--- src/rtl/cordic_iter_core.sv ---
// Iterative CORDIC core: one micro-rotation per cycle, circular or hyperbolic,
// rotation or vectoring, with the shift index driven to an external angle table.
module cordic_iter_core #(
  parameter int unsigned p_WIDTH            = 32,
  parameter int unsigned p_ANGLE_ADDR_WIDTH = 5,
  parameter int unsigned p_ITER             = 24
) (
  input  logic                          clk,
  input  logic                          rst,
  input  logic                          start,
  input  logic                          system,
  input  logic                          mode,
  input  logic [p_WIDTH-1:0]            x_in,
  input  logic [p_WIDTH-1:0]            y_in,
  input  logic [p_WIDTH-1:0]            z_in,
  output logic                          busy,
  output logic                          done,
  output logic [p_WIDTH-1:0]            x_out,
  output logic [p_WIDTH-1:0]            y_out,
  output logic [p_WIDTH-1:0]            z_out,
  output logic [p_ANGLE_ADDR_WIDTH-1:0] lut_offset,
  output logic                          lut_system,
  input  logic [p_WIDTH-1:0]            lut_angle
);

  localparam int unsigned W      = p_WIDTH;
  localparam int unsigned AW     = p_ANGLE_ADDR_WIDTH;
  localparam int unsigned CNT_W  = $clog2(p_ITER + 2);
  localparam int unsigned M_CIRC = p_ITER;
  localparam int unsigned M_HYP  = p_ITER + 1;

  typedef enum logic [1:0] {
    ST_IDLE = 2'd0,
    ST_RUN  = 2'd1,
    ST_DONE = 2'd2
  } state_t;

  state_t                state_q;
  logic                  sys_q;
  logic                  mode_q;
  logic signed [W-1:0]   x_q, y_q, z_q;
  logic signed [W-1:0]   x_d, y_d, z_d;
  logic [CNT_W-1:0]      cnt_q;
  logic                  rep_q;
  logic                  busy_q;
  logic                  done_q;
  logic [W-1:0]          x_out_q, y_out_q, z_out_q;
  logic [AW-1:0]         lut_offset_q;
  logic                  lut_system_q;

  logic signed [W-1:0]   x_sh_c, y_sh_c;
  logic                  pos_c;
  logic                  repeat_c;
  logic                  last_c;
  logic [AW-1:0]         idx_next_c;

  assign busy       = busy_q;
  assign done       = done_q;
  assign x_out      = x_out_q;
  assign y_out      = y_out_q;
  assign z_out      = z_out_q;
  assign lut_offset = lut_offset_q;
  assign lut_system = lut_system_q;

  // One micro-rotation using the index currently presented to the table.
  always_comb begin
    x_sh_c     = x_q >>> lut_offset_q;
    y_sh_c     = y_q >>> lut_offset_q;
    pos_c      = mode_q ? y_q[W-1] : ~z_q[W-1];
    x_d        = x_q;
    y_d        = y_q;
    z_d        = z_q;
    if (pos_c) begin
      x_d = sys_q ? (x_q - y_sh_c) : (x_q + y_sh_c);
      y_d = y_q + x_sh_c;
      z_d = z_q - $signed(lut_angle);
    end else begin
      x_d = sys_q ? (x_q + y_sh_c) : (x_q - y_sh_c);
      y_d = y_q - x_sh_c;
      z_d = z_q + $signed(lut_angle);
    end
    // Hyperbolic convergence needs indices 4 and 13 executed twice.
    repeat_c   = ~sys_q & ~rep_q &
                 ((lut_offset_q == AW'(4)) || (lut_offset_q == AW'(13)));
    last_c     = sys_q ? (cnt_q == CNT_W'(M_CIRC - 1)) : (cnt_q == CNT_W'(M_HYP - 1));
    idx_next_c = repeat_c ? lut_offset_q : (lut_offset_q + AW'(1));
  end

  always_ff @(posedge clk or posedge rst) begin
    if (rst) begin
      state_q      <= ST_IDLE;
      sys_q        <= 1'b1;
      mode_q       <= 1'b0;
      x_q          <= '0;
      y_q          <= '0;
      z_q          <= '0;
      cnt_q        <= '0;
      rep_q        <= 1'b0;
      busy_q       <= 1'b0;
      done_q       <= 1'b0;
      x_out_q      <= '0;
      y_out_q      <= '0;
      z_out_q      <= '0;
      lut_offset_q <= '0;
      lut_system_q <= 1'b1;
    end else begin
      case (state_q)
        ST_IDLE: begin
          done_q <= 1'b0;
          if (start) begin
            x_q          <= $signed(x_in);
            y_q          <= $signed(y_in);
            z_q          <= $signed(z_in);
            sys_q        <= system;
            mode_q       <= mode;
            cnt_q        <= '0;
            rep_q        <= 1'b0;
            lut_offset_q <= system ? AW'(0) : AW'(1);
            lut_system_q <= system;
            busy_q       <= 1'b1;
            state_q      <= ST_RUN;
          end
        end
        ST_RUN: begin
          x_q   <= x_d;
          y_q   <= y_d;
          z_q   <= z_d;
          cnt_q <= cnt_q + CNT_W'(1);
          if (last_c) begin
            x_out_q <= x_d;
            y_out_q <= y_d;
            z_out_q <= z_d;
            done_q  <= 1'b1;
            state_q <= ST_DONE;
          end else begin
            lut_offset_q <= idx_next_c;
            rep_q        <= repeat_c;
          end
        end
        ST_DONE: begin
          done_q  <= 1'b0;
          busy_q  <= 1'b0;
          state_q <= ST_IDLE;
        end
        default: begin
          state_q <= ST_IDLE;
        end
      endcase
    end
  end

endmodule

--- config.mk ---
export PLATFORM = sky130hd
export DESIGN_NAME = cordic_iter_core
export DESIGN_NICKNAME = d
export VERILOG_FILES = /design/src/rtl/cordic_iter_core.sv
export SDC_FILE = /design/constraint.sdc
export NUM_CORES = 1
export LEC_CHECK = 0
export ABC_AREA = 1
export BUFFER_PORTS_ARGS = -buffer_cell sky130_fd_sc_hd__buf_4
export CAP_MARGIN = 20
export CORE_ASPECT_RATIO = 1.2
export CORE_MARGIN = 2
export CORE_UTILIZATION = 37
export CTS_CLUSTER_DIAMETER = 50
export DETAILED_ROUTE_END_ITERATION = 7
export SLEW_MARGIN = 15
export SYNTH_ARGS = -nofsm -noshare
export SYNTH_HDL_FRONTEND = slang
export SYNTH_SLANG_ARGS = --single-unit
--- constraint.sdc ---
create_clock -name clk -period 9.71 [get_ports clk]
set_input_delay 0.4855 -clock clk [delete_from_list [all_inputs] [get_ports clk]]
set_output_delay 0.4855 -clock clk [all_outputs]
set_load 0.03 [all_outputs]
# Yosys cells after proc, flatten, opt, wreduce, memory -nomap -nowiden
# Cells that the tools add are included.
[word_totals]
reg_bits = 209
out_inout_bits = 104
elab_cells = 83
[op_classes]
addsub = 8
eq_ne = 10
n_shift = 2
n_mux = 30
bitwise = 5
n_reduce_logical = 14
[ops]
columns = ["op", "n"]
rows = [
  ["$mux W32", 8],
  ["$pmux W32 S2", 3],
  ["$add A32 B32 Y32", 3],
  ["$sub A32 B32 Y32", 3],
  ["$sshr A32 B5 Y32", 2],
  ["$mux W5", 4],
  ["$pmux W5 S2", 2],
  ["$reduce_and A2 Y1", 6],
  ["$add A5 B1 Y5 const B", 2],
  ["$eq A5 B5 Y1 const B", 2],
  ["$ne A2 B2 Y1 const B", 4],
  ["$mux W1", 7],
  ["$pmux W1 S2", 3],
  ["$reduce_bool A2 Y1", 3],
  ["$eq A5 B3 Y1 const B", 1],
  ["$eq A5 B4 Y1 const B", 1],
  ["$mux W2", 2],
  ["$pmux W2 S2", 1],
  ["$reduce_and A4 Y1", 1],
  ["$not A1 Y1", 3],
  ["$reduce_and A3 Y1", 1],
  ["$and A1 B1 Y1", 2],
  ["$eq A2 B1 Y1 const B", 1],
  ["$eq A2 B2 Y1 const B", 1],
  ["3 further kinds", 3],
]

# Longest topological paths before layout
[logic_depth]
ltp_word = 6
depth_mapped = 34

# Worst setup path after synthesis
# No wires, ideal clock.
[synth_path]
kind = "reg2reg"
startpoint = "reg lut_offset_q[0] (netlist: lut_offset[0])"
endpoint = "reg x_q[14]"
arrival_time_ps = 4245
setup_slack_ps = 5338
stages_incl_launch_ff = 25
synth_period_minus_slack_ps = 4372
cell_sequence = "dfrtp_1 -> buf_2 -> buf_2 -> buf_2 -> buf_2 -> nand2_1 -> o21ai_0 -> mux2i_1 -> mux2i_1 -> mux2i_1 -> o21ai_0 -> ha_1 -> inv_1 -> fa_1 -> or2_2 -> o21ai_0 -> nand3_1 -> nand2_1 -> a21oi_1 -> o21ai_0 -> mux2i_1 -> xor2_1 -> inv_1 -> nor2_1 -> o21ai_0"
[synth_via]
elab_chain_cells = 5
elab_cells_between_ends = 7
cone_classes = "add/sub: 2; shift: 1; mux: 4"
[synth_rtl]
columns = ["element", "line", "rtl"]
rows = [
  ["start, declared", "48", "logic [AW-1:0] lut_offset_q;"],
  ["start signal, assigned", "118", "lut_offset_q <= system ? AW'(0) : AW'(1);"],
  ["start signal, assigned", "136", "lut_offset_q <= idx_next_c;"],
  ["$sshr A32 B5 Y32 (*)", "68", "y_sh_c = y_q >>> lut_offset_q;"],
  ["$sub A32 B32 Y32 / $add A32 B32 Y32 (equally long branches)", "74, 78", ""],
  ["$mux W32, on equally long branches", "78, 74", ""],
  ["$mux W32 (*)", "73", "if (pos_c) begin"],
  ["$pmux W32 S2 (*)", "107", "case (state_q)"],
  ["end signal, assigned", "111", "x_q <= $signed(x_in);"],
  ["end, declared", "41", "logic signed [W-1:0] x_q, y_q, z_q;"],
]
# Mark *: on every way between the ends. The rest lies on a longest branch, timed or not.
# A chain may end at the register's enable or synchronous reset.

# Worst setup path in the final report
[layout_path]
startpoint = "reg lut_offset_q[1] (netlist: lut_offset[1])"
endpoint = "reg y_out_q[23] (netlist: y_out[23])"
[layout_via]
elab_chain_cells = 3
elab_cells_between_ends = 4
cone_classes = "add/sub: 2; shift: 1; mux: 1"
[layout_rtl]
columns = ["element", "line", "rtl"]
rows = [
  ["$sshr A32 B5 Y32 (*)", "67", "x_sh_c = x_q >>> lut_offset_q;"],
  ["$sub A32 B32 Y32 / $add A32 B32 Y32 (equally long branches)", "79, 75", ""],
  ["$mux W32 (*)", "73", ""],
  ["end signal, assigned", "131", "y_out_q <= y_d;"],
  ["end, declared", "47", "logic [W-1:0] x_out_q, y_out_q, z_out_q;"],
]
# Marks and branches as above.

==> results by group <==
Run status
  • Outcome: completed

Clocking
  • CTS Buffer Depth: 3
  • TritonCTS Buffers: 31
  • Post_cts resized: 0
  • H-tree depth: 1
  • Clock slew seen by the registers of the worst setup and hold paths: around 0.060 ns
  • TritonCTS clock tree: done
  • Root buf cell: clkbuf_16
  • Worst skew pair latency: 0.62 ns
  • Postcts setup bufs: 0
  • Post-CTS Hold Fix Bufs: 1
  • Clock sinks: 209

Floorplan
  • # rows: between 90 and 100
  • I/O pin count: 237
  • Die area: about 57000 sq um
  • CORE AREA: between 50000 and 60000 sq um
  • Starting Density: 0.375
  • Die Ht: 262 um
  • Chip width: ~220 um

Yosys
  • Yosys top cell area share: 0.253
  • Syn. warnings: 0
  • Cell count after synthesis: ~3.2k
  • Sequential element share of the synthesized area: 0.255
  • Synth Register Bits: ~210
  • Post-synth cell types: a little over 60
  • Mapped Area: about 21000 sq um
  • Async set-reset flop share out of synthesis: 1.00
  • Post-synth top flop: dfrtp_1
  • Largest cells by area after synthesis: dfrtp_1, nand2_1, nand3_1, ha_1, o21ai_0
  • Synthesized area per cell: 6.33 sq um
  • Number of flops mapped to enable cells by yosys: 0
  • Leading area contributor after synthesis: dfrtp_1
  • Top-count cell post-synth: nand2_1
  • Syn Nets: approximately 3.5k
  • Synth top cells by count: nand2_1, nand3_1, inv_1

Min path
  • Hold path endpoint: mode_q
  • Hold Path Depth: 3
  • Startpoint of the lowest-slack hold path: mode
  • HP Class: primary input to flop

GRT
  • Total grt overflow: 0
  • Largest net degree at the start of global routing: 90
  • First-pass GRT wire length: around 120000 um
  • Total track usage: 0.276
  • Vias in the first global route: between 20k and 25k
  • Antenna violations before repair: 2

Routing
  • 1st-pass router iterations: 8
  • WL final: just over 80000 um
  • Drt wl/cell: between 15 and 20 um
  • Vias per std cell: around 5.4
  • Drt first-iter violations: around 1.4k
  • DR DRC count: 0
  • Via count: about 22k
  • Routed Antenna Nets: 0

Setup path
  • Worst r2r dst: y_out[23]
  • R2R depth: 27
  • Reg2reg start: lut_offset[1]
  • Crit end category: flop
  • WP data arrival: around 6.3 ns
  • CP Class: flop to flop
  • CP required: around 10 ns
  • R2R setup slack: approximately 4 ns
  • Critical Path Fanout Max: between 50 and 60
  • CP Launch Type: flop

STA
  • Worst-margin pin slew: between 1 and 1.5 ns
  • RSZ-0062 raised after global routing: false
  • Clock Skew: a little over 0.02 ns
  • Setup violators final: 0
  • Relative slew slack: 0.285
  • Fin. max-slew vios: 0
  • Final hold vios: 0
  • Crit path time final: ~5.8 ns
  • Final period utilization: 0.595
  • Peak Freq: about 170 MHz
  • Setup TNS: 0 ns

Cells and area
  • Fraction of layout cells with a size suffix above 1: 0.111
  • Fillcell total: ~6.1k
  • Final-stage net count: between 3k and 4k
  • Synthesis-to-finish area growth: 16.2%

Placement
  • Quantity of I/O buffers inserted on ports: around 240
  • GPL Wtd Cong: just under 1
  • DP HPWL: between 60000 and 70000 um

Flow run
  • Max-cap check violation count: 0
==> state kept, by name, summed over array words and instances (netlist names), 2 cells and up <==
name and cells:
x_q 32, state_q 2, y_q 32, z_out 32, z_q 32, y_out 32, lut_offset 5, x_out 32
cnt_q 5
==> cells by family after synthesis <==
family | share of synthesized area
fa+ha+maj | 0.0873
simple gates | 0.338
flops | 0.255
buf+inv | 0.0937
xor+xnor | 0.0422
mux | 0.0137
compound gates | 0.171
==> cell type report <==
class | count | area (sq um) | share of cell area
multi-input combinational | 2542 | 13400 | 0.562
sequential | 209 | 5230 | 0.219
timing repair buffer | 261 | 1960 | 0.0822
inverter | 346 | 1310 | 0.0548
tap | 720 | 901 | 0.0377
clock buffer | 35 | 801 | 0.0335
clock inverter | 20 | 238 | 0.00996
antenna | 2 | 5.00 | 0.000210
==> worst max-delay path, cell delays in order, from the launching register on <==
cell and delay, ns:
dfrtp_2 0.38, buf_4 0.29, inv_2 0.27, buf_4 0.51, nand3_1 0.18, nand3_1 0.11, nand2_1 0.14, o21ai_1 0.25
nand2_1 0.08, nand2_1 0.15, ha_1 0.23, nand4_2 0.21, nor3_2 0.26, or2_1 0.22, xor2_1 0.18, inv_1 0.07
ha_1 0.30, inv_1 0.07, o21bai_1 0.22, nor2_1 0.08, nand2_1 0.07, a31oi_1 0.06, o21ai_0 0.51, a21oi_1 0.20
o21ai_0 0.24, xor2_1 0.23, nand2_1 0.07, nand2_1 0.08
==> worst max-delay path by stage <==
stage                        from   endpoint
floorplan                     rst       busy
global placement    lut_offset[1]  y_out[23]
detailed placement  lut_offset[1]  y_out[23]
CTS                 lut_offset[1]  y_out[23]
global route        lut_offset[1]    y_q[23]
finish              lut_offset[1]  y_out[23]
==> through the flow <==
stage | hold WS (ns) | setup slack [ns] | std cells | instance area (sq um) | utilization
2_1_floorplan | 0.459 | 3.52 | 3245 | 20500 | -
3_3_place_gp | 0.456 | 4.03 | 4077 | 22800 | 0.416
3_5_place_dp | 0.460 | 4.02 | 4077 | 22800 | 0.416
4_1_cts | 0.0679 | 3.97 | 4133 | 23900 | 0.436
5_1_grt | 0.0777 | 3.42 | 4135 | 23900 | 0.436
6_report | 0.0847 | 3.93 | 4135 | 23900 | 0.436
==> routing by layer <==
| metal | routed length (um) | share of wire | global-route usage |
|---|---|---|---|
| met1 | 33900 | 0.42 | 0.345 |
| met2 | 38800 | 0.48 | 0.481 |
| met3 | 3730 | 0.046 | 0.0231 |
| met4 | 4160 | 0.052 | 0.129 |
| met5 | 0 | 0 | 0 |
==> placed cells by master, fill, tap and decap left out, drive strengths merged, types with 5 or more instances in the layout <==
| cell | instances |
|---|---|
| o211ai | 56 |
| o221ai | 7 |
| a21boi | 5 |
| nand3 | 371 |
| nand4 | 13 |
| nand2 | 942 |
| dfrtp | 208 |
| inv | 351 |
| o31ai | 5 |
| a21o | 8 |
| clkinv | 9 |
| a31oi | 15 |
| buf | 260 |
| o21ai | 275 |
| nor2 | 228 |
| o21bai | 8 |
| a21oi | 208 |
| ha | 137 |
| o21a | 8 |
| xnor2 | 29 |
| mux2i | 27 |
| nor3 | 42 |
| or2 | 34 |
| xor2 | 70 |
| nor4 | 9 |
| clkbuf | 35 |
Power is not shown: default switching activity piles up to over one toggle a cycle in this logic, so the estimate is an artifact.
